`config.mk`:
```
export PLATFORM = sky130hd
export DESIGN_NAME = calc_operand_sequencer
export DESIGN_NICKNAME = d
export VERILOG_FILES = /design/src/rtl/calc_operand_sequencer.sv
export SDC_FILE = /design/constraint.sdc
export NUM_CORES = 1
export LEC_CHECK = 0
export ABC_CLOCK_PERIOD_IN_PS = 5900
export CORE_ASPECT_RATIO = 0.9
export CORE_UTILIZATION = 49
export CTS_CLUSTER_DIAMETER = 80
export DETAILED_ROUTE_END_ITERATION = 16
export PLACE_DENSITY = 0.83
export REMOVE_ABC_BUFFERS = 1
export SYNTH_ARGS = -nofsm -noshare
export SYNTH_HDL_FRONTEND = slang
export SYNTH_SLANG_ARGS = --single-unit
export TNS_END_PERCENT = 20
```
`constraint.sdc`:
```
create_clock -name clk -period 5.9 [get_ports clk]
set_input_delay 0.59 -clock clk [delete_from_list [all_inputs] [get_ports clk]]
set_output_delay 0.59 -clock clk [all_outputs]
set_load 0.01 [all_outputs]
```
`src/rtl/calc_operand_sequencer.sv`:
```
// Operand/control sequencer for the calculator ALU path: captures two switch operands,
// starts the ALU, waits with a timeout and holds the result. Define CALC_CHAIN_EN for result chaining.
module calc_operand_sequencer #(
    parameter int unsigned TIMEOUT_CYCLES = 255,
    parameter int unsigned CNT_W          = 16
) (
    input  logic        clk,
    input  logic        reset,
    input  logic [9:0]  sw_in,
    input  logic [1:0]  op_sel,
    input  logic        load_btn,
    input  logic        clear,
    input  logic [15:0] alu_result,
    input  logic        alu_done,
    output logic [15:0] opa,
    output logic [15:0] opb,
    output logic [1:0]  alu_op,
    output logic        alu_start,
    output logic        busy,
    output logic [15:0] result_out,
    output logic        result_valid,
    output logic        error,
    output logic [2:0]  state
);

    typedef enum logic [2:0] {
        S_IDLE   = 3'd0,
        S_HAVE_A = 3'd1,
        S_START  = 3'd2,
        S_WAIT   = 3'd3,
        S_SHOW   = 3'd4
    } state_t;

    localparam logic [CNT_W-1:0] TIMEOUT_LAST = CNT_W'(TIMEOUT_CYCLES - 1);

    state_t           fsm_state;
    state_t           fsm_next;
    logic             load_q;
    logic             ld;
    logic [CNT_W-1:0] cnt;
    logic             timeout_hit;
    logic [15:0]      sw_ext;

    logic             load_a;
    logic             load_b;
    logic             chain;
    logic             take_done;
    logic             take_timeout;
    logic             show_exit;
    logic             cnt_clr;
    logic             cnt_inc;

    assign ld          = load_btn & ~load_q;
    assign timeout_hit = (cnt == TIMEOUT_LAST);
    assign sw_ext      = {6'b000000, sw_in};

    assign state     = fsm_state;
    assign alu_start = (fsm_state == S_START);
    assign busy      = (fsm_state == S_START) || (fsm_state == S_WAIT);

    always_ff @(posedge clk or posedge reset) begin
        if (reset) begin
            fsm_state <= S_IDLE;
        end else begin
            fsm_state <= fsm_next;
        end
    end

    // clear overrides every event, so no strobe fires while it is asserted
    always_comb begin
        fsm_next     = fsm_state;
        load_a       = 1'b0;
        load_b       = 1'b0;
        chain        = 1'b0;
        take_done    = 1'b0;
        take_timeout = 1'b0;
        show_exit    = 1'b0;
        cnt_clr      = 1'b0;
        cnt_inc      = 1'b0;
        if (clear) begin
            fsm_next = S_IDLE;
        end else begin
            case (fsm_state)
                S_IDLE: begin
                    if (ld) begin
                        load_a   = 1'b1;
                        fsm_next = S_HAVE_A;
                    end
                end
                S_HAVE_A: begin
                    if (ld) begin
                        load_b   = 1'b1;
                        fsm_next = S_START;
                    end
                end
                S_START: begin
                    cnt_clr  = 1'b1;
                    fsm_next = S_WAIT;
                end
                S_WAIT: begin
                    cnt_inc = 1'b1;
                    if (alu_done) begin
                        take_done = 1'b1;
                        fsm_next  = S_SHOW;
                    end else if (timeout_hit) begin
                        take_timeout = 1'b1;
                        fsm_next     = S_SHOW;
                    end
                end
                S_SHOW: begin
                    if (ld) begin
`ifdef CALC_CHAIN_EN
                        if (!error) begin
                            chain    = 1'b1;
                            fsm_next = S_START;
                        end else begin
                            load_a    = 1'b1;
                            show_exit = 1'b1;
                            fsm_next  = S_HAVE_A;
                        end
`else
                        load_a    = 1'b1;
                        show_exit = 1'b1;
                        fsm_next  = S_HAVE_A;
`endif
                    end
                end
                default: fsm_next = S_IDLE;
            endcase
        end
    end

    always_ff @(posedge clk or posedge reset) begin
        if (reset) begin
            load_q       <= 1'b0;
            cnt          <= '0;
            opa          <= '0;
            opb          <= '0;
            alu_op       <= '0;
            result_out   <= '0;
            result_valid <= 1'b0;
            error        <= 1'b0;
        end else begin
            load_q <= load_btn;
            if (clear) begin
                cnt          <= '0;
                result_valid <= 1'b0;
                error        <= 1'b0;
            end else begin
                if (cnt_clr) begin
                    cnt <= '0;
                end else if (cnt_inc && (cnt != '1)) begin
                    cnt <= cnt + CNT_W'(1);
                end
                if (load_a) begin
                    opa <= sw_ext;
                end
                if (load_b) begin
                    opb    <= sw_ext;
                    alu_op <= op_sel;
                end
                if (chain) begin
                    opa          <= result_out;
                    opb          <= sw_ext;
                    alu_op       <= op_sel;
                    result_valid <= 1'b0;
                end
                if (take_done) begin
                    result_out   <= alu_result;
                    result_valid <= 1'b1;
                    error        <= 1'b0;
                end
                if (take_timeout) begin
                    result_out   <= 16'hFFFF;
                    result_valid <= 1'b0;
                    error        <= 1'b1;
                end
                if (show_exit) begin
                    result_valid <= 1'b0;
                    error        <= 1'b0;
                end
            end
        end
    end

endmodule

```
=== Yosys cells after proc, flatten, opt, wreduce, memory -nomap -nowiden ===
Cells that the tools add are included.

* $add $sub $neg: 1
* Equality and inequality tests: 9
* Mux-type cells: 37
* Bitwise gates (word level): 3
* Reductions and logical operators: 11

{| class="wikitable"
|+ Operators by type and width
! kind !! count
|-
| $mux W16 || 5
|-
| $mux W1 || 26
|-
| $add A16 B1 Y16 const B || 1
|-
| $eq A16 B8 Y1 const B || 1
|-
| $ne A16 B16 Y1 const B || 1
|-
| $mux W3 || 5
|-
| $pmux W3 S4 || 1
|-
| $eq A3 B2 Y1 const B || 2
|-
| $reduce_and A2 Y1 || 3
|-
| $ne A4 B4 Y1 const B || 1
|-
| $reduce_bool A4 Y1 || 1
|-
| $eq A3 B1 Y1 const B || 1
|-
| $eq A3 B3 Y1 const B || 1
|-
| $logic_not A3 Y1 || 1
|-
| $ne A3 B1 Y1 const B || 1
|-
| $ne A3 B3 Y1 const B || 1
|-
| $reduce_and A3 Y1 || 1
|-
| $reduce_bool A3 Y1 || 1
|-
| $not A1 Y1 || 2
|-
| $reduce_bool A2 Y1 || 1
|-
| $reduce_or A2 Y1 || 1
|-
| $and A1 B1 Y1 || 1
|-
| $logic_and A1 B1 Y1 || 1
|-
| $logic_or A1 B1 Y1 || 1
|}

* Register bits: 60
* Bits of input ports: 33
* Output and inout port bits: 57
* Logic and storage cells: 70

=== Longest topological paths before layout ===
Gate-level depths: netlist (run 1).

* Depth after elaboration: 8
* Depth in mapped cells: 7
* Gate-level depth less buffers: 6

=== Worst setup path before layout (run 1) ===
Ideal clock, no wire load.

* Path kind: input-to-reg
* Start point: in clear
* End point: reg cnt[11]
* Library setup time: 77 ps
* Arrival time: 1,971 ps
* Data required time: 5,823 ps
* Slack: 3,852 ps
* Stages on the path: 6
* Buffers on the path: 2
* Cell sequence: clkbuf_1 > nor4bb_1 > buf_2 > nand4_1 > or4_1 > a21oi_1

* Cells in the longest elaborated chain, start to end: 3
* Elaborated cells between the ends (all ways): 6
* Those cells by class: 4 x mux; 2 x reduce/logical

{| class="wikitable"
|+ Ends and longest elaborated chain
! what !! RTL line !! source
|-
| start, declared || 12 || <nowiki>input logic clear,</nowiki>
|-
| $mux W1 || 80 || <nowiki>if (clear) begin</nowiki>
|-
| $mux W16 / $logic_and A1 B1 Y1 (equally long branches) || 150, 152 ||
|-
| $mux W16 / $reduce_bool A3 Y1 (equally long branches) || -- ||
|-
| end signal, assigned || 153 || <nowiki>cnt <= cnt + CNT_W'(1);</nowiki>
|-
| end, declared || 40 || <nowiki>logic [CNT_W-1:0] cnt;</nowiki>
|}

Parallel ways exist; a longest one is shown, timed or not.
A chain may end at the register's enable or synchronous reset.

=== Worst setup path after layout (run 1) ===
* Start point: reg fsm_state[1], in the netlist state[1]
* End point: out alu_start

* Cells in the longest elaborated chain, start to end: 1

{| class="wikitable"
|+ Ends and longest elaborated chain
! what !! RTL line !! source
|-
| start, declared || 36 || <nowiki>state_t fsm_state;</nowiki>
|-
| start signal, assigned || 65 || <nowiki>fsm_state <= fsm_next;</nowiki>
|-
| $eq A3 B2 Y1 || 58 || <nowiki>assign alu_start = (fsm_state == S_START);</nowiki>
|-
| end, declared || 18 || <nowiki>output logic alu_start,</nowiki>
|}

Every way passes these cells.

==> results of run 1 <==
-- cells by family (layout without fill, tap and decap cells) --
logic type	after synthesis	after routing
adder cells (fa/ha/maj)	2	2
multiplexers	33	33
buffers and inverters	26	102
AND/OR/NAND/NOR	68	68
flip-flops	60	60
other	1	12
AO/OA/AOI/OAI	42	42
-- worst min-delay path by stage --
stage | start | slack (ns) | endpoint | cells after the start
2_1_floorplan | cnt[13] | 0.47 | cnt[13] | 1
3_3_place_gp | result_out[1] | 0.47 | result_out[1] | 1
3_5_place_dp | result_out[8] | 0.48 | result_out[8] | 1
4_1_cts | result_out[8] | 0.49 | result_out[8] | 1
5_1_grt | result_out[8] | 0.51 | result_out[8] | 1
6_report | result_out[5] | 0.49 | result_out[5] | 1
-- power groups by stage --
stage | sequential (W) | clock [W] | combinational [W]
3_3_place_gp | 0.000538 | 0 | 0.000324
4_1_cts | 0.000536 | 0.000384 | 0.000332
3_5_place_dp | 0.000542 | 0 | 0.000329
2_1_floorplan | 0.000576 | 0 | 0.0000860
6_report | 0.000536 | 0.000376 | 0.000328
5_1_grt | 0.000546 | 0.000403 | 0.000347
-- critical path, stage by stage (launching register included) --
cell,delay [ns]
dfrtp_1,0.53
nor3b_1,0.50
clkdlybuf4s50_1,0.64
-- cell usage after synthesis, drive strengths merged --
master and n:
clkbuf 3, and2 3, nor3b 2, mux2i 11, dfrtp 60, or3 3
or4 5, o2111ai 1, nor4b 1, nor2 6, a21oi 7, nor2b 1
nand2b 1, nand2 18, and4b 1, o21ai 4, a32o 1, o22a 16
a31oi 1, ha 2, a21boi 2, o211ai 4, o31ai 4, mux2 22
a31o 1, nor4bb 1, nor3 5, nand4 5, nand3b 2, and4 2
nand3 6, o211a 1, or2 2, conb 1, nor4 2, and3 2
inv 5, buf 18
-- through the flow --
stage / cells / hold slack (ns)
floorplan: 222 / 0.4726
global route: 386 / 0.5108
detailed placement: 370 / 0.4765
global placement: 370 / 0.4688
finish: 386 / 0.4885
CTS: 386 / 0.4921
-- state kept, by name, indices dropped and copies added (netlist names) --
register	cells
opa	10
load_q	1
state	3
opb	10
cnt	16
error	1
result_valid	1
alu_op	2
result_out	16
-- cell type report --
type                            count  area [um2]
Sequential cell                    60        1501
Multi-Input combinational cell    157        1145
Timing Repair Buffer               81       800.8
Clock inverter                      3       45.04
Clock buffer                       13       158.9
Tap cell                           67       83.83
Inverter                            5       18.77
Fill cell                         404        1595
-- layer usage --
layer	share of wire	vias to the layer above	wire, um
met5	0	-	0
met4	0.016	0	97
met3	0.060	9	369
met2	0.49	69	2980
met1	0.44	1060	2677
li1	-	994	-
==> implementation parameters, run 1 <==
Parameter                              Value

CTS
  Clock transition at the register clock pins on the worst setup and hold paths after CTS    0.07 ns
  # hold bufs at CTS    0
  TritonCTS clock tree    built
  Resize count post-CTS    0
  Clock net sink count    60
  Clock H-tree levels    3
  Clock latency of the later-clocked register in the worst-skew pair    0.34 ns
  Root Buffer    clkbuf_8
  Clock tree buffer depth    2
  Post-CTS setup buffers    0
  CTS buffer count    9

Floorplanning
  Floorplan die height    73.20 um
  Count of boundary I/O pins    90
  Overall die area    5937 um2
  Row cnt    25
  Effective utilization at floorplan    0.5160
  Total core area    5349 um2
  Die span in x    81.11 um

Global routing
  Initial antenna violation count    0
  GR Util All Layers    0.2353
  Total congestion overflow    0
  Met2 layer usage reported by global route    0.3632
  M3 GR Usage    0.09375
  Most congested layer reported by global routing    met2
  Met1 capacity usage during global routing    0.2984
  Pin count of the biggest net entering global routing    61
  Global-route wire length before repair    10320 um
  Number of global-route vias before repair    2188

Routing
  Total length of routed wires    6125 um
  Vias per cell    5.523
  Vias    2132
  Number of remaining DRC errors    0
  Antenna-violating nets left    0
  First DRT Iteration DRCs    87
  Routed len/inst    15.87 um
  Iteration count of the initial detailed-routing pass    4

Power and ir drop
  IR drop worst, VDD    228.7 uV
  Net switching power of the design    0.0003242 W
  Sequential power share    0.432
  Standby leakage power    1.637 nW
  Cell-internal power    0.0009161 W
  Part of the power in the clock network    0.303
  Power per Cell Area    330.4 nW/um2
  Total power draw    0.001240 W
  Proportion of total power due to net switching    0.2614
  Comb pwr share    0.265

Placement
  Dpl hpwl    4237 um
  Area post-placement    3550 um2
  Setup Slack @ Placement    3.260 ns
  Global placement routability congestion    0.8459
  Number of buffers inserted by port buffering    77

STA
  Hold Violations, Final    0
  Max Clk Rate    0.3853 GHz
  Sum of negative setup slack    0 ns
  Minimum period implied by the final worst setup slack    2.595 ns
  Number of slew-limit violations in the final report    0
  Number of setup violations in the final report    0
  Actual slew at the worst max-slew pin    0.7486 ns
  Final WS setup    3.305 ns
  Final cycle utilization of the critical path    0.4399
  Final setup skew    0.01136 ns
  RSZ-0062 raised after global routing    no
  Max-slew headroom    0.4991

Logic synthesis
  Share of cell area taken by muxes after synthesis    0.1296
  Count of warnings emitted by yosys    0
  Adder-Cell Fraction of Synth Area    0.009066
  Netlist area before placement    2760 um2
  Simple logic cell fraction of the synthesized area    0.1460
  Yosys top cell area share    0.5440
  Synth unique cells    47
  Post-synthesis cell count    232
  Synthesized flop and latch total    60
  Fraction of the yosys area taken by sequential cells    0.5440
  Post-synthesis xor/xnor area fraction    0
  Library cell occupying the most area in the post-synthesis netlist    dfrtp_1
  Top area cells in the synthesized netlist    dfrtp_1 (54%), mux2_2 (9.0%), o22a_1 (5.1%)
  Area fraction in compound gates after synthesis    0.1138
  Combinational family with the most area after synthesis    simple AND/OR/NAND/NOR gates
  Synth Area per Inst    11.90 um2

Layout
  Post-Layout Inst Area    3754 um2
  Fraction of the core area covered by cells at the end of the flow    0.7018
  Signed area change from the synthesized netlist to the final layout    35.99%
  Share of layout cells above drive strength 1    0.1411
  Leading cell types in the layout, fill and taps excluded    clkdlybuf4s50_1 (77), dfrtp_1 (60), mux2_2 (22), nand2_1 (18), o22a_1 (16)
  N_diodes    0
  Most common cell after layout, fill and taps aside    clkdlybuf4s50_1
  Total number of nets in the final design    349

Flow run
  Max-cap viol count    0

Worst setup path
  Worst setup path startpoint    state[1]
  Critical path peak fanout    11
  Register-to-register setup slack    3.85 ns
  Worst EP required    5.31 ns
  Depth of the worst register-to-register path    5
  Reg-to-reg critical path endpoint    cnt[11]
  Worst Path Arrival    2.01 ns
  Source of the worst register-to-register timing path    state[0]
  Classification of the worst setup path    flop to output port
  Critical Path End Type    output port
  Startpoint kind of the worst setup timing path    flop
  Termination of the worst setup path    alu_start

Run status
  Result of the run    completed

Worst hold path
  Worst min-delay path class    flop to flop
(Power assumes the default switching activity.)
==> run 2, diff against run 1 <==
--- a/config.mk
+++ b/config.mk
@@ -5,12 +5,12 @@
 export SDC_FILE = /design/constraint.sdc
 export NUM_CORES = 1
 export LEC_CHECK = 0
-export ABC_CLOCK_PERIOD_IN_PS = 5900
+export ABC_CLOCK_PERIOD_IN_PS = 2500
 export CORE_ASPECT_RATIO = 0.9
-export CORE_UTILIZATION = 49
+export CORE_UTILIZATION = 46
 export CTS_CLUSTER_DIAMETER = 80
 export DETAILED_ROUTE_END_ITERATION = 16
-export PLACE_DENSITY = 0.83
+export PLACE_DENSITY = 0.79
 export REMOVE_ABC_BUFFERS = 1
 export SYNTH_ARGS = -nofsm -noshare
 export SYNTH_HDL_FRONTEND = slang
==> constraint.sdc (replaced) <==
create_clock -name clk -period 2.5 [get_ports clk]
set_input_delay 0.25 -clock clk [delete_from_list [all_inputs] [get_ports clk]]
set_output_delay 0.25 -clock clk [all_outputs]
set_load 0.01 [all_outputs]
==> implementation parameters, run 2 (synthesis gave the netlist of run 1 again) <==
Parameter                              Value

STA
  Number of slew-limit violations in the final report    0
  Final WS setup    0.2156 ns
  Hold Violations, Final    0
  Sum of negative setup slack    0 ns
  Number of setup violations in the final report    0
  Actual slew at the worst max-slew pin    0.5411 ns
  Worst hold slack across all endpoints    0.2918 ns
  Minimum period implied by the final worst setup slack    2.284 ns
  Max-slew headroom    0.6344
  RSZ-0062 raised after global routing    no
  Max Clk Rate    0.4377 GHz
  Final cycle utilization of the critical path    0.9138
  Final setup skew    0.007949 ns

Worst setup path
  Worst setup path startpoint    state[1]
  Worst EP required    2.25 ns
  Source of the worst register-to-register timing path    state[1]
  Classification of the worst setup path    flop to output port
  Startpoint kind of the worst setup timing path    flop
  Critical path peak fanout    11
  Critical Path End Type    output port
  Depth of the worst register-to-register path    4
  Worst Path Arrival    2.03 ns

Global routing
  Total congestion overflow    0
  Initial antenna violation count    0
  GR Util All Layers    0.1992
  Pin count of the biggest net entering global routing    61
  Global-route wire length before repair    9673 um
  Number of global-route vias before repair    2079

CTS
  Post-CTS setup buffers    0
  TritonCTS clock tree    built
  CTS buffer count    9
  Root Buffer    clkbuf_8
  Clock latency of the later-clocked register in the worst-skew pair    0.34 ns
  Clock tree buffer depth    2
  Resize count post-CTS    0
  Clock H-tree levels    3
  Clock transition at the register clock pins on the worst setup and hold paths after CTS    0.07 ns
  # hold bufs at CTS    0
  Clock net sink count    60

Layout
  Total number of nets in the final design    354
  Share of layout cells above drive strength 1    0.1579
  N_diodes    0
  Leading cell types in the layout, fill and taps excluded    clkdlybuf4s50_1 (77), dfrtp_1 (60), mux2_2 (22), nand2_1 (18), o22a_1 (16)
  Signed area change from the synthesized netlist to the final layout    38.17%
  Fraction of the core area covered by cells at the end of the flow    0.6661
  Most common cell after layout, fill and taps aside    clkdlybuf4s50_1
  Area of combinational cells with multiple inputs    1145 um2
  Sequential cell area    1501 um2
  Largest regs    cnt (16), result_out (16)
  Count of fill cells added during filler insertion    439

Flow run
  Max-cap viol count    0

Run status
  Result of the run    completed

Power and ir drop
  Power per Cell Area    771.1 nW/um2
  IR drop worst, VDD    565.2 uV
  Proportion of total power due to net switching    0.2550
  Part of the power in the clock network    0.306
  Cell-internal power    0.002191 W
  Sequential power share    0.427
  Comb pwr share    0.267
  Net switching power of the design    0.0007499 W
  Standby leakage power    1.671 nW

Placement
  Global placement routability congestion    0.8113
  Number of buffers inserted by port buffering    77
  Dpl hpwl    4190 um
  Setup Slack @ Placement    0.2726 ns

Floorplanning
  Row cnt    26
  Count of boundary I/O pins    90
  Overall die area    6314 um2
  Effective utilization at floorplan    0.4821
  Die span in x    83.65 um
  Floorplan die height    75.49 um
  Total core area    5725 um2

Routing
  Iteration count of the initial detailed-routing pass    5
  Number of remaining DRC errors    0
  First DRT Iteration DRCs    88
  Antenna-violating nets left    0
  Total length of routed wires    5900 um
  Vias    2129
  Vias per cell    5.417
  Routed len/inst    15.01 um

Worst hold path
  Worst min-delay path class    primary input to async pin
-- run 2: worst paths after layout --
kind	to	slack, ns
worst max-delay path	alu_start	0.22
worst min-delay path	result_out[0]	0.29
worst max register to register	cnt[11]	0.41
worst min register to register	result_out[9]	0.49
max in group asynchronous	cnt[2]	1.94
min in group clk	load_q	0.39
-- run 2: routing by layer --
layer	global-route usage	up-vias	wire length, um
met2	0.3171	75	2883
met3	0.09209	6	521
met5	0	-	0
met1	0.2334	1042	2433
li1	-	1006	-
met4	0.09793	0	61
-- run 2: power groups by stage --
stage	Sequential, W	Combinational [W]	Clock (W)
after floorplan	0.00136	0.000203	0
after global placement	0.00126	0.000778	0
after detailed placement	0.00127	0.000794	0
after CTS	0.00126	0.000798	0.000922
after global routing	0.00128	0.000845	0.000958
final	0.00125	0.000786	0.000899
-- run 2: per-stage QoR --
stage               instances  total power (W)  cell area, um2
global placement          378         0.002042            3603
floorplan                 222         0.001561            2665
detailed placement        378         0.002064            3603
CTS                       393         0.002976            3814
finish                    393         0.002941            3814
global route              393         0.003082            3814
-- run 2: final cells by class --
type / instances / share of cell area
Multi-Input combinational cell: 157 / 0.3002
Clock inverter: 3 / 0.01181
Inverter: 5 / 0.004921
Sequential cell: 60 / 0.3937
Clock buffer: 12 / 0.04331
Timing Repair Buffer: 86 / 0.2231
Tap cell: 70 / 0.02297
-- run 2: critical path, stage by stage, from the launching register on --
cell	delay [ns]
dfrtp_1	0.54
nor3b_1	0.50
clkdlybuf4s50_1	0.65
==> run 3, diff against run 2 <==
--- a/config.mk
+++ b/config.mk
@@ -8,9 +8,10 @@
 export ABC_CLOCK_PERIOD_IN_PS = 2500
 export CORE_ASPECT_RATIO = 0.9
 export CORE_UTILIZATION = 46
+export CTS_BUF_LIST = sky130_fd_sc_hd__clkbuf_16
 export CTS_CLUSTER_DIAMETER = 80
 export DETAILED_ROUTE_END_ITERATION = 16
-export PLACE_DENSITY = 0.79
+export PLACE_DENSITY_LB_ADDON = 0.12
 export REMOVE_ABC_BUFFERS = 1
 export SYNTH_ARGS = -nofsm -noshare
 export SYNTH_HDL_FRONTEND = slang
==> implementation parameters, run 3 (synthesis gave the netlist of run 1 again) <==
Parameter                              Value

CTS
  Clock latency of the later-clocked register in the worst-skew pair    0.32 ns
  Resize count post-CTS    0
  # hold bufs at CTS    0
  Clock tree buffer depth    2
  CTS buffer count    9
  Clock H-tree levels    3
  Clock transition at the register clock pins on the worst setup and hold paths after CTS    0.05 ns
  Root Buffer    clkbuf_16
  Clock net sink count    60
  Post-CTS setup buffers    0
  TritonCTS clock tree    built

Power and ir drop
  IR drop worst, VDD    605.2 uV
  Power per Cell Area    804.6 nW/um2
  Standby leakage power    1.693 nW
  Total power draw    0.003089 W

Placement
  Global placement routability congestion    0.8058
  Dpl hpwl    4328 um
  Number of buffers inserted by port buffering    77

Run status
  Result of the run    completed

Routing
  Routed len/inst    15.60 um
  Vias    2120
  Antenna-violating nets left    0
  Vias per cell    5.422
  Number of remaining DRC errors    0
  Total length of routed wires    6098 um
  Iteration count of the initial detailed-routing pass    4
  First DRT Iteration DRCs    59

Worst setup path
  Startpoint kind of the worst setup timing path    flop
  Worst Path Arrival    2.03 ns
  Critical path peak fanout    11
  Worst EP required    2.25 ns
  Critical Path End Type    output port
  Classification of the worst setup path    flop to output port
  Depth of the worst register-to-register path    5

Floorplanning
  Overall die area    6314 um2
  Die span in x    83.65 um
  Row cnt    26
  Floorplan die height    75.49 um
  Count of boundary I/O pins    90
  Effective utilization at floorplan    0.4821
  Total core area    5725 um2

STA
  RSZ-0062 raised after global routing    no
  Final cycle utilization of the critical path    0.9116
  Sum of negative setup slack    0 ns
  Number of slew-limit violations in the final report    0
  Number of setup violations in the final report    0
  Minimum period implied by the final worst setup slack    2.279 ns
  Hold Violations, Final    0
  Actual slew at the worst max-slew pin    0.6137 ns
  Max-slew headroom    0.5897
  Final setup skew    0.004696 ns
  Max Clk Rate    0.4388 GHz

Global routing
  Initial antenna violation count    0
  GR Util All Layers    0.2087
  Met2 layer usage reported by global route    0.3117
  Pin count of the biggest net entering global routing    29
  Met1 capacity usage during global routing    0.2817
  Most congested layer reported by global routing    met2
  M3 GR Usage    0.08126
  Global-route wire length before repair    9970 um
  Number of global-route vias before repair    2057
  Total congestion overflow    0

Layout
  Share of layout cells above drive strength 1    0.1402
  Leading cell types in the layout, fill and taps excluded    clkdlybuf4s50_1 (77), dfrtp_1 (60), mux2_2 (22), nand2_1 (18), o22a_1 (16)
  Signed area change from the synthesized netlist to the final layout    39.08%
  Largest regs    cnt (16), result_out (16)
  Total number of nets in the final design    352
  N_diodes    0
  Most common cell after layout, fill and taps aside    clkdlybuf4s50_1

Worst hold path
  Worst min-delay path class    primary input to async pin

Flow run
  Max-cap viol count    0
## run 3: critical path: stages, from the launching register on
cell and delay (ns):
dfrtp_1 0.53, nor3b_1 0.52, clkdlybuf4s50_1 0.65
## run 3: layout make-up
class	count	area, um2
Fill cell	461	1887
Sequential cell	60	1501
Multi-Input combinational cell	157	1145
Timing Repair Buffer	84	835.8
Clock buffer	9	225.2
Tap cell	70	87.58
Clock inverter	6	25.02
Inverter	5	18.77
## run 3: power by group
group | switching, W | leakage [nW] | total (W) | internal [W]
logic | 0.000281 | 0.771 | 0.000776 | 0.000496
registers | 0.000112 | 0.790 | 0.00127 | 0.00116
clock network | 0.000397 | 0.133 | 0.00104 | 0.000644
## run 3: worst paths after layout
path                                 from             end  slack (ns)
max                              state[1]       alu_start        0.22
min                                 reset          opa[6]        0.25
max reg2reg                      state[0]          cnt[9]        0.42
min reg2reg                result_out[15]  result_out[15]        0.48
max in group asynchronous           reset   result_out[8]        1.67
min in group clk                 load_btn          load_q        0.43
## run 3: stage by stage
step	util	cell area (um2)	hold slack [ns]	setup slack [ns]	std cells
floorplan	-	2665	0.2814	0.1588	222
global placement	0.6267	3588	0.4689	0.4516	376
detailed placement	0.6267	3588	0.4772	0.3892	376
CTS	0.6705	3839	0.2550	0.2124	391
global route	0.6705	3839	0.3104	0.1255	391
finish	0.6705	3839	0.2496	0.2211	391
## run 3: metal layers
metal  vias up  part of all wire  wire, um
met5         -                 0         0
met4         0             0.015        93
met3         8             0.054       332
met2        64              0.47      2855
met1      1047              0.46      2817
li1       1001                 -         -
